### src/rtl/alu_op_encode_pkg.sv
// Shared opcode constants, one-hot request bit positions and FSM state encoding
// for the execute-stage ALU opcode encoder and its matching decoder.
package alu_op_encode_pkg;

  localparam int OP_W = 5;
  localparam int OH_W = 8;

  localparam logic [OP_W-1:0] OP_ADD = 5'b00000;
  localparam logic [OP_W-1:0] OP_SUB = 5'b00001;
  localparam logic [OP_W-1:0] OP_AND = 5'b00010;
  localparam logic [OP_W-1:0] OP_OR  = 5'b00011;
  localparam logic [OP_W-1:0] OP_SLL = 5'b00100;
  localparam logic [OP_W-1:0] OP_SRA = 5'b00101;
  localparam logic [OP_W-1:0] OP_MUL = 5'b00110;
  localparam logic [OP_W-1:0] OP_DIV = 5'b00111;

  localparam int OH_ADD = 0;
  localparam int OH_SUB = 1;
  localparam int OH_AND = 2;
  localparam int OH_OR  = 3;
  localparam int OH_SLL = 4;
  localparam int OH_SRA = 5;
  localparam int OH_MUL = 6;
  localparam int OH_DIV = 7;

  typedef enum logic {
    S_IDLE    = 1'b0,
    S_WAIT_MD = 1'b1
  } state_t;

  // Opcode for a request whose only set bit is at position idx.
  function automatic logic [OP_W-1:0] oh_bit_to_op(input int idx);
    logic [OP_W-1:0] code;
    case (idx)
      OH_ADD:  code = OP_ADD;
      OH_SUB:  code = OP_SUB;
      OH_AND:  code = OP_AND;
      OH_OR:   code = OP_OR;
      OH_SLL:  code = OP_SLL;
      OH_SRA:  code = OP_SRA;
      OH_MUL:  code = OP_MUL;
      default: code = OP_DIV;
    endcase
    return code;
  endfunction

endpackage

### src/rtl/alu_op_encode_onehot_to_opcode.sv
// Combinational one-hot request to ALU opcode encoder; flags multdiv requests
// and whether the request has exactly one bit set.
module onehot_to_opcode
  import alu_op_encode_pkg::*;
(
  input  logic [OH_W-1:0] op_onehot,
  output logic [OP_W-1:0] code,
  output logic            is_md,
  output logic            onehot_ok
);

  logic [OP_W-1:0] w_code_terms [OH_W];
  logic [OH_W-1:0] w_minus_one;

  genvar gi;
  generate
    for (gi = 0; gi < OH_W; gi++) begin : g_terms
      assign w_code_terms[gi] = op_onehot[gi] ? oh_bit_to_op(gi) : '0;
    end
  endgenerate

  // OR of the per-bit codes is only meaningful when onehot_ok is set.
  always_comb begin
    code = '0;
    for (int i = 0; i < OH_W; i++) begin
      code = code | w_code_terms[i];
    end
  end

  assign w_minus_one = op_onehot - OH_W'(1);
  assign onehot_ok   = (op_onehot != '0) && ((op_onehot & w_minus_one) == '0);
  assign is_md       = onehot_ok && (op_onehot[OH_MUL] || op_onehot[OH_DIV]);

endmodule

### src/rtl/alu_op_encode.sv
// Issue-side ALU opcode encoder: registers the opcode for a one-hot request,
// starts the multdiv unit and stalls new requests until it completes or times out.
module alu_op_encode
  import alu_op_encode_pkg::*;
#(
  parameter int MD_TIMEOUT = 40,
  parameter int CNT_W      = 6
) (
  input  logic            clock,
  input  logic            reset,
  input  logic            op_valid,
  input  logic [OH_W-1:0] op_onehot,
  output logic            op_ready,
  input  logic            md_result_rdy,
  output logic [OP_W-1:0] ctrl_ALUopcode,
  output logic            alu_issue,
  output logic            ctrl_MULT,
  output logic            ctrl_DIV,
  output logic            busy,
  output logic            err_illegal,
  output logic            md_timeout
);

  state_t          r_state, r_state_next;
  logic [CNT_W-1:0] r_cnt, r_cnt_next;
  logic [OP_W-1:0] r_opcode, r_opcode_next;
  logic            r_issue, r_issue_next;
  logic            r_mult, r_mult_next;
  logic            r_div, r_div_next;
  logic            r_err, r_err_next;
  logic            r_tmo, r_tmo_next;

  logic [OP_W-1:0] w_code;
  logic            w_is_md;
  logic            w_onehot_ok;

  onehot_to_opcode u_enc (
    .op_onehot (op_onehot),
    .code      (w_code),
    .is_md     (w_is_md),
    .onehot_ok (w_onehot_ok)
  );

  always_ff @(posedge clock or posedge reset) begin
    if (reset) begin
      r_state  <= S_IDLE;
      r_cnt    <= '0;
      r_opcode <= '0;
      r_issue  <= 1'b0;
      r_mult   <= 1'b0;
      r_div    <= 1'b0;
      r_err    <= 1'b0;
      r_tmo    <= 1'b0;
    end else begin
      r_state  <= r_state_next;
      r_cnt    <= r_cnt_next;
      r_opcode <= r_opcode_next;
      r_issue  <= r_issue_next;
      r_mult   <= r_mult_next;
      r_div    <= r_div_next;
      r_err    <= r_err_next;
      r_tmo    <= r_tmo_next;
    end
  end

  always_comb begin
    r_state_next  = r_state;
    r_cnt_next    = r_cnt;
    r_opcode_next = r_opcode;
    r_issue_next  = 1'b0;
    r_mult_next   = 1'b0;
    r_div_next    = 1'b0;
    r_err_next    = 1'b0;
    r_tmo_next    = 1'b0;
    case (r_state)
      S_IDLE: begin
        if (op_valid) begin
          if (w_onehot_ok) begin
            r_opcode_next = w_code;
            r_issue_next  = 1'b1;
            if (w_is_md) begin
              r_mult_next  = op_onehot[OH_MUL];
              r_div_next   = op_onehot[OH_DIV];
              r_state_next = S_WAIT_MD;
              r_cnt_next   = '0;
            end
          end else begin
            r_err_next = 1'b1;
          end
        end
      end
      S_WAIT_MD: begin
        // A result arriving on the expiry cycle takes priority over the timeout.
        if (md_result_rdy) begin
          r_state_next = S_IDLE;
          r_cnt_next   = '0;
        end else if (r_cnt == CNT_W'(MD_TIMEOUT - 1)) begin
          r_tmo_next   = 1'b1;
          r_state_next = S_IDLE;
          r_cnt_next   = '0;
        end else begin
          r_cnt_next = r_cnt + CNT_W'(1);
        end
      end
      default: begin
        r_state_next = S_IDLE;
        r_cnt_next   = '0;
      end
    endcase
  end

  assign op_ready       = (r_state == S_IDLE);
  assign busy           = (r_state == S_WAIT_MD);
  assign ctrl_ALUopcode = r_opcode;
  assign alu_issue      = r_issue;
  assign ctrl_MULT      = r_mult;
  assign ctrl_DIV       = r_div;
  assign err_illegal    = r_err;
  assign md_timeout     = r_tmo;

endmodule
### config.mk
export PLATFORM = sky130hd
export DESIGN_NAME = alu_op_encode
export DESIGN_NICKNAME = d
export VERILOG_FILES = /design/src/rtl/alu_op_encode_pkg.sv /design/src/rtl/alu_op_encode_onehot_to_opcode.sv /design/src/rtl/alu_op_encode.sv
export SDC_FILE = /design/constraint.sdc
export NUM_CORES = 1
export LEC_CHECK = 0
export ABC_CLOCK_PERIOD_IN_PS = 3600
export CORE_ASPECT_RATIO = 1.1
export CORE_MARGIN = 2
export CORE_UTILIZATION = 50
export DETAILED_ROUTE_END_ITERATION = 7
export GPL_TIMING_DRIVEN = 0
export PLACE_DENSITY = 0.83
export SETUP_SLACK_MARGIN = 0.4
export SKIP_LAST_GASP = 1
export SYNTH_ARGS = -nofsm -noshare
export SYNTH_HDL_FRONTEND = slang
export SYNTH_HIERARCHICAL = 1
export SYNTH_SLANG_ARGS = --single-unit
### constraint.sdc
create_clock -name clock -period 3.6 [get_ports clock]
set_input_delay 1.08 -clock clock [delete_from_list [all_inputs] [get_ports clock]]
set_output_delay 1.08 -clock clock [all_outputs]
set_load 0.05 [all_outputs]
After elaboration in Yosys (flattened, before gate mapping)
Cells that the tools add are included.
{"block": "word_totals", "regBits": 17, "input_bits": 12, "output_inout_bits": 12}
{"block": "classes", "addsub": 2, "eq_ne": 4, "n_mux": 36, "bitwise": 8, "n_reduce_logical": 7}
{"op": "$mux 6", "count": 5}
{"op": "$or 5x5->5", "count": 6}
{"op": "$mux 1", "count": 23}
{"op": "$mux 3", "count": 4}
{"op": "$pmux 6 s2", "count": 1}
{"op": "$and 8x8->8", "count": 1}
{"op": "$logic_not 8->1", "count": 1}
{"op": "$reduce_bool 8->1", "count": 1}
{"op": "$sub 8x1->8 const B", "count": 1}
{"op": "$add 6x1->6 const B", "count": 1}
{"op": "$eq 6x6->1 const B", "count": 1}
{"op": "$reduce_and 3->1", "count": 2}
{"op": "$mux 2", "count": 2}
{"op": "$ne 2x1->1 const B", "count": 2}
{"op": "$logic_and 1x1->1", "count": 2}
{"op": "$ne 2x2->1 const B", "count": 1}
{"op": "$pmux 1 s2", "count": 1}
{"op": "$logic_or 1x1->1", "count": 1}
{"op": "$not 1->1", "count": 1}

Longest topological paths before layout
Gate-level depths: netlist of the first run.
{"block": "logic_depth", "word_depth": 9, "mapped_depth": 7, "depth_no_buf": 7}

Modules after synthesis
The synthesis of the first run kept the hierarchy.
{"mod": "alu_op_encode", "n_inst": 1, "cells_each": 60, "area_each_um2": 711.9}
{"mod": "onehot_to_opcode", "n_inst": 1, "cells_each": 23, "area_each_um2": 162.7}

Worst setup path before layout of the first run
Ideal clock, no wire load.
{"block": "synth_path", "path_type": "input to register", "startpoint": "in op_onehot[3]", "endpoint": "reg r_cnt[4]", "setup_time_ns": 0.118, "arrival_ns": 2.589, "setup_slack_ns": 0.893, "stages": 7, "path_cell_list": "or4_4 > and4bb_1 > a211oi_2 > nor2_2 > a31oi_1 > a21o_1 > a21o_1"}
{"block": "synth_via", "elab_chain_cells": 7}
{"element": "start, declared", "line": "alu_op_encode.sv:12", "text": "input logic [OH_W-1:0] op_onehot,"}
{"element": "$sub 8x1->8", "line": "alu_op_encode_onehot_to_opcode.sv:30", "text": "assign w_minus_one = op_onehot - OH_W'(1);"}
{"element": "$and 8x8->8", "line": "alu_op_encode_onehot_to_opcode.sv:31", "text": "assign onehot_ok = (op_onehot != '0) && ((op_onehot & w_minus_one) == '0);"}
{"element": "$logic_not 8->1", "line": "alu_op_encode_onehot_to_opcode.sv:31"}
{"element": "$logic_and 1x1->1 *", "line": "alu_op_encode_onehot_to_opcode.sv:31"}
{"element": "named net w_onehot_ok", "line": "alu_op_encode.sv:35", "text": "logic w_onehot_ok;"}
{"element": "$logic_and 1x1->1", "line": "alu_op_encode_onehot_to_opcode.sv:32", "text": "assign is_md = onehot_ok && (op_onehot[OH_MUL] || op_onehot[OH_DIV]);"}
{"element": "$ne 2x1->1 (no line)"}
{"element": "$reduce_and 3->1 (no line) *"}
{"element": "end signal, assigned", "line": "alu_op_encode.sv:56", "text": "r_cnt <= r_cnt_next;"}
{"element": "end, declared", "line": "alu_op_encode.sv:25", "text": "logic [CNT_W-1:0] r_cnt, r_cnt_next;"}
The timed path passes the listed nets; every way through them passes the cells marked *.
A chain may end at the register's enable or synchronous reset.

Worst setup path in the final report of the first run
Same ends and word-level chain as after synthesis.

==> out/qor.log, run 1 <==
INFO  synthesis      ys_seq_area_frac=0.486
INFO  worst_setup_path worstPathCellList=clkdlybuf4s50_1 -> or4_4 -> and4bb_1 -> a211oi_2 -> nor2_2 -> a31oi_2 -> a21o_1 -> a21o_1
INFO  synthesis      dominant_combinational_cell_family_by_area_after_synthesis=simple AND/OR/NAND/NOR gates
INFO  worst_setup_path critical_path.startpoint_type=primary input
INFO  global_routing vias_in_the_first_global_route=706
INFO  synthesis      syn_area=875um^2
INFO  cells_and_area diodes=0
INFO  clock_tree     postCtsSetupBuffers=0
INFO  pwr            power_per_cell_area=388nW/um^2
INFO  drt            count_of_tritonroute_iterations_in_the_first_routing_pass=2
INFO  floorplanning  floorplan.die_area=2100um^2
INFO  floorplanning  std_cell_rows=15
INFO  clock_tree     root_buffer=clkbuf_4
INFO  placement      numPortBuffers=23
INFO  worst_setup_path worst-endpoint-arrival=3.22ns
INFO  worst_setup_path crit_path_max_incr_delay=0.59ns
INFO  drt            antenna_left=0
INFO  drt            route.vias.total=698
INFO  global_routing grt_first_pass_wirelength=2880um
INFO  pwr            clock_power_share=0.226
INFO  synthesis      yosys.area_share.simple=0.229
INFO  sta            report.final.setup_viol=0
INFO  synthesis      netlist_instances=83
INFO  sta            maxSlewHeadroom=0.577
INFO  pwr            intPower=303uW
INFO  clock_tree     worst_skew_pair.late_latency=0.29ns
INFO  floorplanning  floorplan.initialDensity=0.542
INFO  worst_setup_path worst_ep_required_time=3.79ns
INFO  pwr            p_sw=149uW
INFO  floorplanning  die_boundary_height=47.9um
INFO  cells_and_area layout.nets=125
INFO  sta            final_period_minus_worst_setup_slack=3.03ns
INFO  drt            drc=0
INFO  drt            drt_iter0_markers=7
INFO  cells_and_area layout.cells.most_common_list=clkdlybuf4s50_1 (23), dfrtp_1 (17), nand2_1 (8), nor2_1 (6)
INFO  synthesis      netlist-cell-type-count=34
INFO  synthesis      synth_adder_area_share=0.0143
INFO  synthesis      multiplexer_fraction_of_the_synthesized_cell_area=0.0644
INFO  worst_setup_path critical_path_cell_count=8
INFO  worst_setup_path path_max_fanout=6
INFO  sta            hold_viol=0
INFO  synthesis      post_synth_main_area_contributors=dfrtp_1 (49%), mux2_2 (6.4%), nand2_1 (3.4%)
INFO  floorplanning  boundaryPins=24
INFO  synthesis      synth_area_leader_cell=dfrtp_1
INFO  worst_setup_path cpMaxStageDelayCell=or4_4
INFO  global_routing number_of_antenna_violations_at_the_first_check_in_global_routing=0
INFO  flow_run       maxCapViolations=0
INFO  pwr            irDropWorstVdd=307uV
INFO  synthesis      ys.warnings.count=6
INFO  cells_and_area layout-area-overhead-vs-synth=32.9%
INFO  floorplanning  die_width=43.9um
INFO  sta            final_critical_path_setup_slack=0.572ns
INFO  worst_setup_path crit_path_frequent_cell=a21o_1
INFO  worst_setup_path cp_top_family=simple AND/OR/NAND/NOR gates
INFO  global_routing pin_count_of_the_biggest_net_entering_global_routing=18
INFO  placement      detailed_place_hpwl=1370um
INFO  sta            fin_worst_skew=0.00351ns
INFO  placement      gp_routability_congestion=0.818
INFO  sta            report.final.slew_viol_count=0
INFO  worst_setup_path number_of_buffers_and_inverters_on_the_critical_path=1
INFO  clock_tree     max-clock-path-buffers=2
INFO  drt            detail_route.vias_per_cell=5.45
INFO  worst_setup_path endpoint_kind=register
INFO  floorplanning  total_core_area=1610um^2
INFO  sta            total_neg_setup_slack=0ns
INFO  sta            timing.final.crit_share=0.841
INFO  pwr            leakagePower=0.000503uW
INFO  pwr            power.share.switching=0.329
INFO  worst_setup_path crit_type=in2reg
INFO  worst_setup_path worstRegToRegCells=3
INFO  outcome        run_status=finished, final reports clean
INFO  pwr            p_comb_frac=0.297
INFO  clock_tree     h-tree-depth=1
INFO  hold_path      timing.hold.worst_path_depth=1
INFO  pwr            pwr-share-seq=0.477
INFO  global_routing grt_usage=0.187
INFO  sta            actual_slew_at_the_worst_max_slew_pin=0.634ns
INFO  cells_and_area layout_commonest_cell=clkdlybuf4s50_1
INFO  drt            routed_wire_length_per_instance=13.3um
INFO  clock_tree     cts_inserted_buffers=3
INFO  placement      dp_slack=0.225ns
INFO  drt            detail_route.wirelength=1710um
INFO  sta            grt_setup_unrepaired=false
INFO  worst_setup_path regToRegSetupSlack=2.21ns
INFO  synthesis      synth_compound_area_frac=0.142
INFO  sta            max_clock_freq=0.330GHz
INFO  cells_and_area post_route_cells_drive_above_1_share=0.144
INFO  global_routing globalRouteOverflowTotal=0
INFO  hold_path      worst_hold_path_type=reg2reg
INFO  clock_tree     total_clock_sinks=17
INFO  synthesis      synth_seq_cells=17
INFO  clock_tree     tritoncts=built
INFO  synthesis      avgSynthCellArea=10.5um^2
INFO  clock_tree     clock_transition_at_the_register_clock_pins_on_the_worst_setup_and_hold_paths_after_cts=0.10ns
INFO  synthesis      yosys.area.top_type_share=0.486
INFO  synthesis      synth_xor_area_frac=0.0300
what timing repair did:
action	CTS	global route
gates resized for setup	0	1
hold buffers	0	0
endpoints found under the hold margin	0	0
endpoints found under the setup margin	0	1
cells in the mapped netlist (all sizes together):
master,n
a2111oi,1
a211oi,3
a21o,3
a31oi,1
a32o,1
a41o,1
and2,2
and2b,1
and3,1
and4bb,1
buf,2
conb,1
dfrtp,17
ha,1
inv,3
mux2,5
nand2,8
nand2b,3
nand3,2
nand4,1
nor2,7
nor2b,2
nor3,2
nor3b,1
nor4,1
o211ai,1
o21ai,5
or4,3
xnor2,1
xor2,2
registers in the layout (all words and copies together), names as in the netlist:
name            count
ctrl_ALUopcode      5
r_cnt               6
ctrl_MULT           1
md_timeout          1
alu_issue           1
busy                1
err_illegal         1
ctrl_DIV            1
cell families after synthesis:
logic type	Yosys count
other	1
adder cells (fa/ha/maj)	1
buffers and inverters	5
XOR/XNOR	3
AO/OA/AOI/OAI	16
AND/OR/NAND/NOR	35
multiplexers	5
flip-flops	17
cell type report:
cell class                      count  area (um^2)
Fill cell                         133          452
Timing Repair Buffer               23          230
Multi-Input combinational cell     62          433
Clock buffer                        4         26.3
Sequential cell                    17          425
Buffer                              2         15.0
Tap cell                           17         21.3
Inverter                            3         11.3
worst register-to-register path, delay by kind of cell, from the launching register on:
family           cells  cell delay (ns)
AND/OR/NAND/NOR      2             0.43
flip-flops           1             0.47
multiplexers         1             0.37
per-stage QoR:
step	instance area [um^2]	hold slack, ns	std cells	utilization	power, uW
after global placement	1130	0.487	124	0.700	350
after CTS	1160	0.522	128	0.716	455
after detailed placement	1130	0.499	124	0.700	353
final	1160	0.517	128	0.720	451
after floorplan	878	0.497	84	-	299
after global routing	1160	0.531	128	0.720	469
power groups by stage:
stage,Sequential (uW),Combinational [uW],Clock (uW)
floorplan,273,26.3,0
global placement,218,133,0
detailed placement,218,135,0
CTS,215,135,105
global route,217,140,112
finish,215,134,102
worst paths after layout:
path / startpoint / endpoint
setup / recovery: op_onehot[3] / r_cnt[4]
hold / removal: ctrl_ALUopcode[3] / ctrl_ALUopcode[3]
setup reg to reg: busy / ctrl_ALUopcode[0]
hold reg to reg: ctrl_ALUopcode[3] / ctrl_ALUopcode[3]
max in group asynchronous: reset / ctrl_DIV
min in group asynchronous: reset / md_timeout
per-layer routing:
metal / up-vias / share of wire / track usage / routed length, um
met5: - / 0 / 0 / 0
met4: 0 / 0.026 / 0.133 / 44
met3: 4 / 0.020 / 0.0302 / 34
met2: 17 / 0.53 / 0.344 / 912
met1: 326 / 0.42 / 0.199 / 713
li1: 351 / - / - / -
Power figures use the tool's default switching activity.
==> run 2: changes to the inputs <==
- ABC_CLOCK_PERIOD_IN_PS: 3600 -> 2500
- CORE_UTILIZATION: 50 -> 42
- PLACE_DENSITY: 0.83 -> 0.74
- clock period: 3.6 -> 2.5 ns (I/O delays scaled with it)
==> out/qor.log, run 2 (synthesized netlist as in run 1, its figures left out) <==
INFO  drt            drt_iter0_markers=8
INFO  worst_setup_path crit-reg2reg-capture=r_cnt[5]
INFO  hold_path      min-delay-start=ctrl_ALUopcode[0]
INFO  worst_setup_path worstPathCellList=buf_8 -> or4_4 -> and4bb_1 -> a211oi_2 -> nor2_2 -> a31oi_4 -> a21o_1 -> a21o_1
INFO  sta            report.final.setup_viol=0
INFO  clock_tree     cts_inserted_buffers=3
INFO  worst_setup_path crit_type=in2reg
INFO  clock_tree     max-clock-path-buffers=2
INFO  floorplanning  die_boundary_height=51.9um
INFO  placement      numPortBuffers=23
INFO  worst_setup_path critical_path.startpoint_type=primary input
INFO  cells_and_area post_route_cells_drive_above_1_share=0.267
INFO  drt            antenna_left=0
INFO  global_routing pin_count_of_the_biggest_net_entering_global_routing=18
INFO  sta            max_clock_freq=0.438GHz
INFO  worst_setup_path worstSetupStartpoint=op_onehot[1]
INFO  global_routing globalRouteOverflowTotal=0
INFO  sta            timing.final.crit_share=0.913
INFO  drt            drc=0
INFO  floorplanning  floorplan.initialDensity=0.442
INFO  sta            hold_viol=0
INFO  cells_and_area layout_commonest_cell=dfrtp_1
INFO  floorplanning  std_cell_rows=17
INFO  placement      detailed_place_hpwl=1270um
INFO  drt            detail_route.wirelength=1810um
INFO  sta            grt_setup_unrepaired=true
INFO  worst_setup_path worst_ep_required_time=2.69ns
INFO  cells_and_area diodes=0
INFO  sta            report.final.slew_viol_count=0
INFO  global_routing vias_in_the_first_global_route=714
INFO  worst_setup_path worst-endpoint-arrival=2.48ns
INFO  cells_and_area layout.cells.most_common_list=dfrtp_1 (17), dlygate4sd2_1 (13), nor2_1 (6), nand2_1 (6), buf_4 (6)
INFO  cells_and_area largest_register=r_cnt
INFO  floorplanning  boundaryPins=24
INFO  drt            route.vias.total=718
INFO  worst_setup_path crit_path_max_incr_delay=0.57ns
INFO  outcome        run_status=finished, final reports clean
INFO  floorplanning  die_width=47.5um
INFO  floorplanning  floorplan.die_area=2460um^2
INFO  clock_tree     h-tree-depth=1
INFO  cells_and_area fin_cells=144
INFO  worst_setup_path path_max_fanout=5
INFO  worst_setup_path setup.worst_path.end=r_cnt[4]
INFO  global_routing number_of_antenna_violations_at_the_first_check_in_global_routing=0
INFO  clock_tree     total_clock_sinks=17
INFO  pwr            power_per_cell_area=520nW/um^2
INFO  sta            actual_slew_at_the_worst_max_slew_pin=0.635ns
INFO  clock_tree     root_buffer=clkbuf_4
INFO  sta            timing.hold.ws=0.518ns
INFO  cells_and_area largest_reg_flops=6
INFO  pwr            leakagePower=0.000586uW
INFO  sta            fin_worst_skew=0.00823ns
INFO  hold_path      worst_hold_path_type=reg2reg
INFO  floorplanning  total_core_area=1980um^2
INFO  drt            routed_wire_length_per_instance=12.6um
INFO  cells_and_area layout.nets=130
INFO  sta            final_period_minus_worst_setup_slack=2.28ns
INFO  worst_setup_path regToRegSetupSlack=1.17ns
INFO  worst_setup_path worst_r2r_startpoint=busy
INFO  worst_setup_path worstRegToRegCells=3
INFO  sta            maxSlewHeadroom=0.576
INFO  placement      gp_routability_congestion=0.815
INFO  drt            count_of_tritonroute_iterations_in_the_first_routing_pass=4
INFO  clock_tree     tritoncts=built
INFO  global_routing grt_usage=0.178
INFO  drt            detail_route.vias_per_cell=4.99
INFO  placement      place.detailed.instances=135
INFO  flow_run       maxCapViolations=0
INFO  cells_and_area final_core_utilization=0.619
INFO  clock_tree     worst_skew_pair.late_latency=0.29ns
INFO  pwr            irDropWorstVdd=465uV
INFO  sta            final_critical_path_setup_slack=0.218ns
INFO  worst_setup_path endpoint_kind=register
INFO  clock_tree     clock_transition_at_the_register_clock_pins_on_the_worst_setup_and_hold_paths_after_cts=0.11ns
INFO  clock_tree     hold_buffers_post_cts=0
INFO  cells_and_area layout-area-overhead-vs-synth=39.9%
INFO  placement      dp_slack=-0.512ns
INFO  global_routing grt_first_pass_wirelength=3150um
INFO  worst_setup_path crit_path_frequent_cell=a21o_1
INFO  worst_setup_path cpMaxStageDelayCell=or4_4
## run 2: worst min path at each step
stage,end,cells after the start,slack [ns]
floorplan,r_cnt[4],1,0.50
global placement,ctrl_ALUopcode[1],1,0.49
detailed placement,ctrl_ALUopcode[0],1,0.49
CTS,ctrl_ALUopcode[0],1,0.53
global route,ctrl_ALUopcode[1],1,0.54
finish,ctrl_ALUopcode[0],1,0.52
## run 2: critical path, delay by kind of cell
family / cells / cell delay (ns)
and+or+nand+nor: 3 / 1.08
AOI/OAI and AO/OA: 4 / 0.54
buffers and inverters: 1 / 0.10
## run 2: routing by layer
layer / up-vias / global-route usage / routed length (um)
met2: 18 / 0.268 / 907
met4: 0 / 0.0556 / 11
met5: - / 0 / 0
met3: 2 / 0.0486 / 88
met1: 338 / 0.244 / 802
li1: 360 / - / -
## run 2: where the power goes
part / switching [uW] / internal, uW
clock network: 88.3 / 59.4
registers: 9.80 / 297
logic: 121 / 60.6
## run 2: layout make-up
class                      instances  area, um^2
fill                             181         754
multi-input combinational         62         465
sequential                        17         425
timing repair buffer              28         244
tap                               28        35.0
clock buffer                       3        22.5
buffer                             2        15.0
inverter                           3        11.3
clock inverter                     1        5.00
## run 2: timing repair
item / 4_1_cts / 5_1_grt
setup buffers: 4 / 1
pin swaps: 7 / 6
resized for setup: 39 / 8
setup endpoints to repair: 28 / 17
## run 2: stage by stage
| step | setup TNS, ns | power, uW | area (um^2) |
|---|---|---|---|
| 2_1_floorplan | 0 | 431 | 885 |
| 3_3_place_gp | -5.19 | 506 | 1150 |
| 3_5_place_dp | -5.69 | 508 | 1150 |
| 4_1_cts | 0 | 644 | 1210 |
| 5_1_grt | 0 | 670 | 1220 |
| 6_report | 0 | 636 | 1220 |
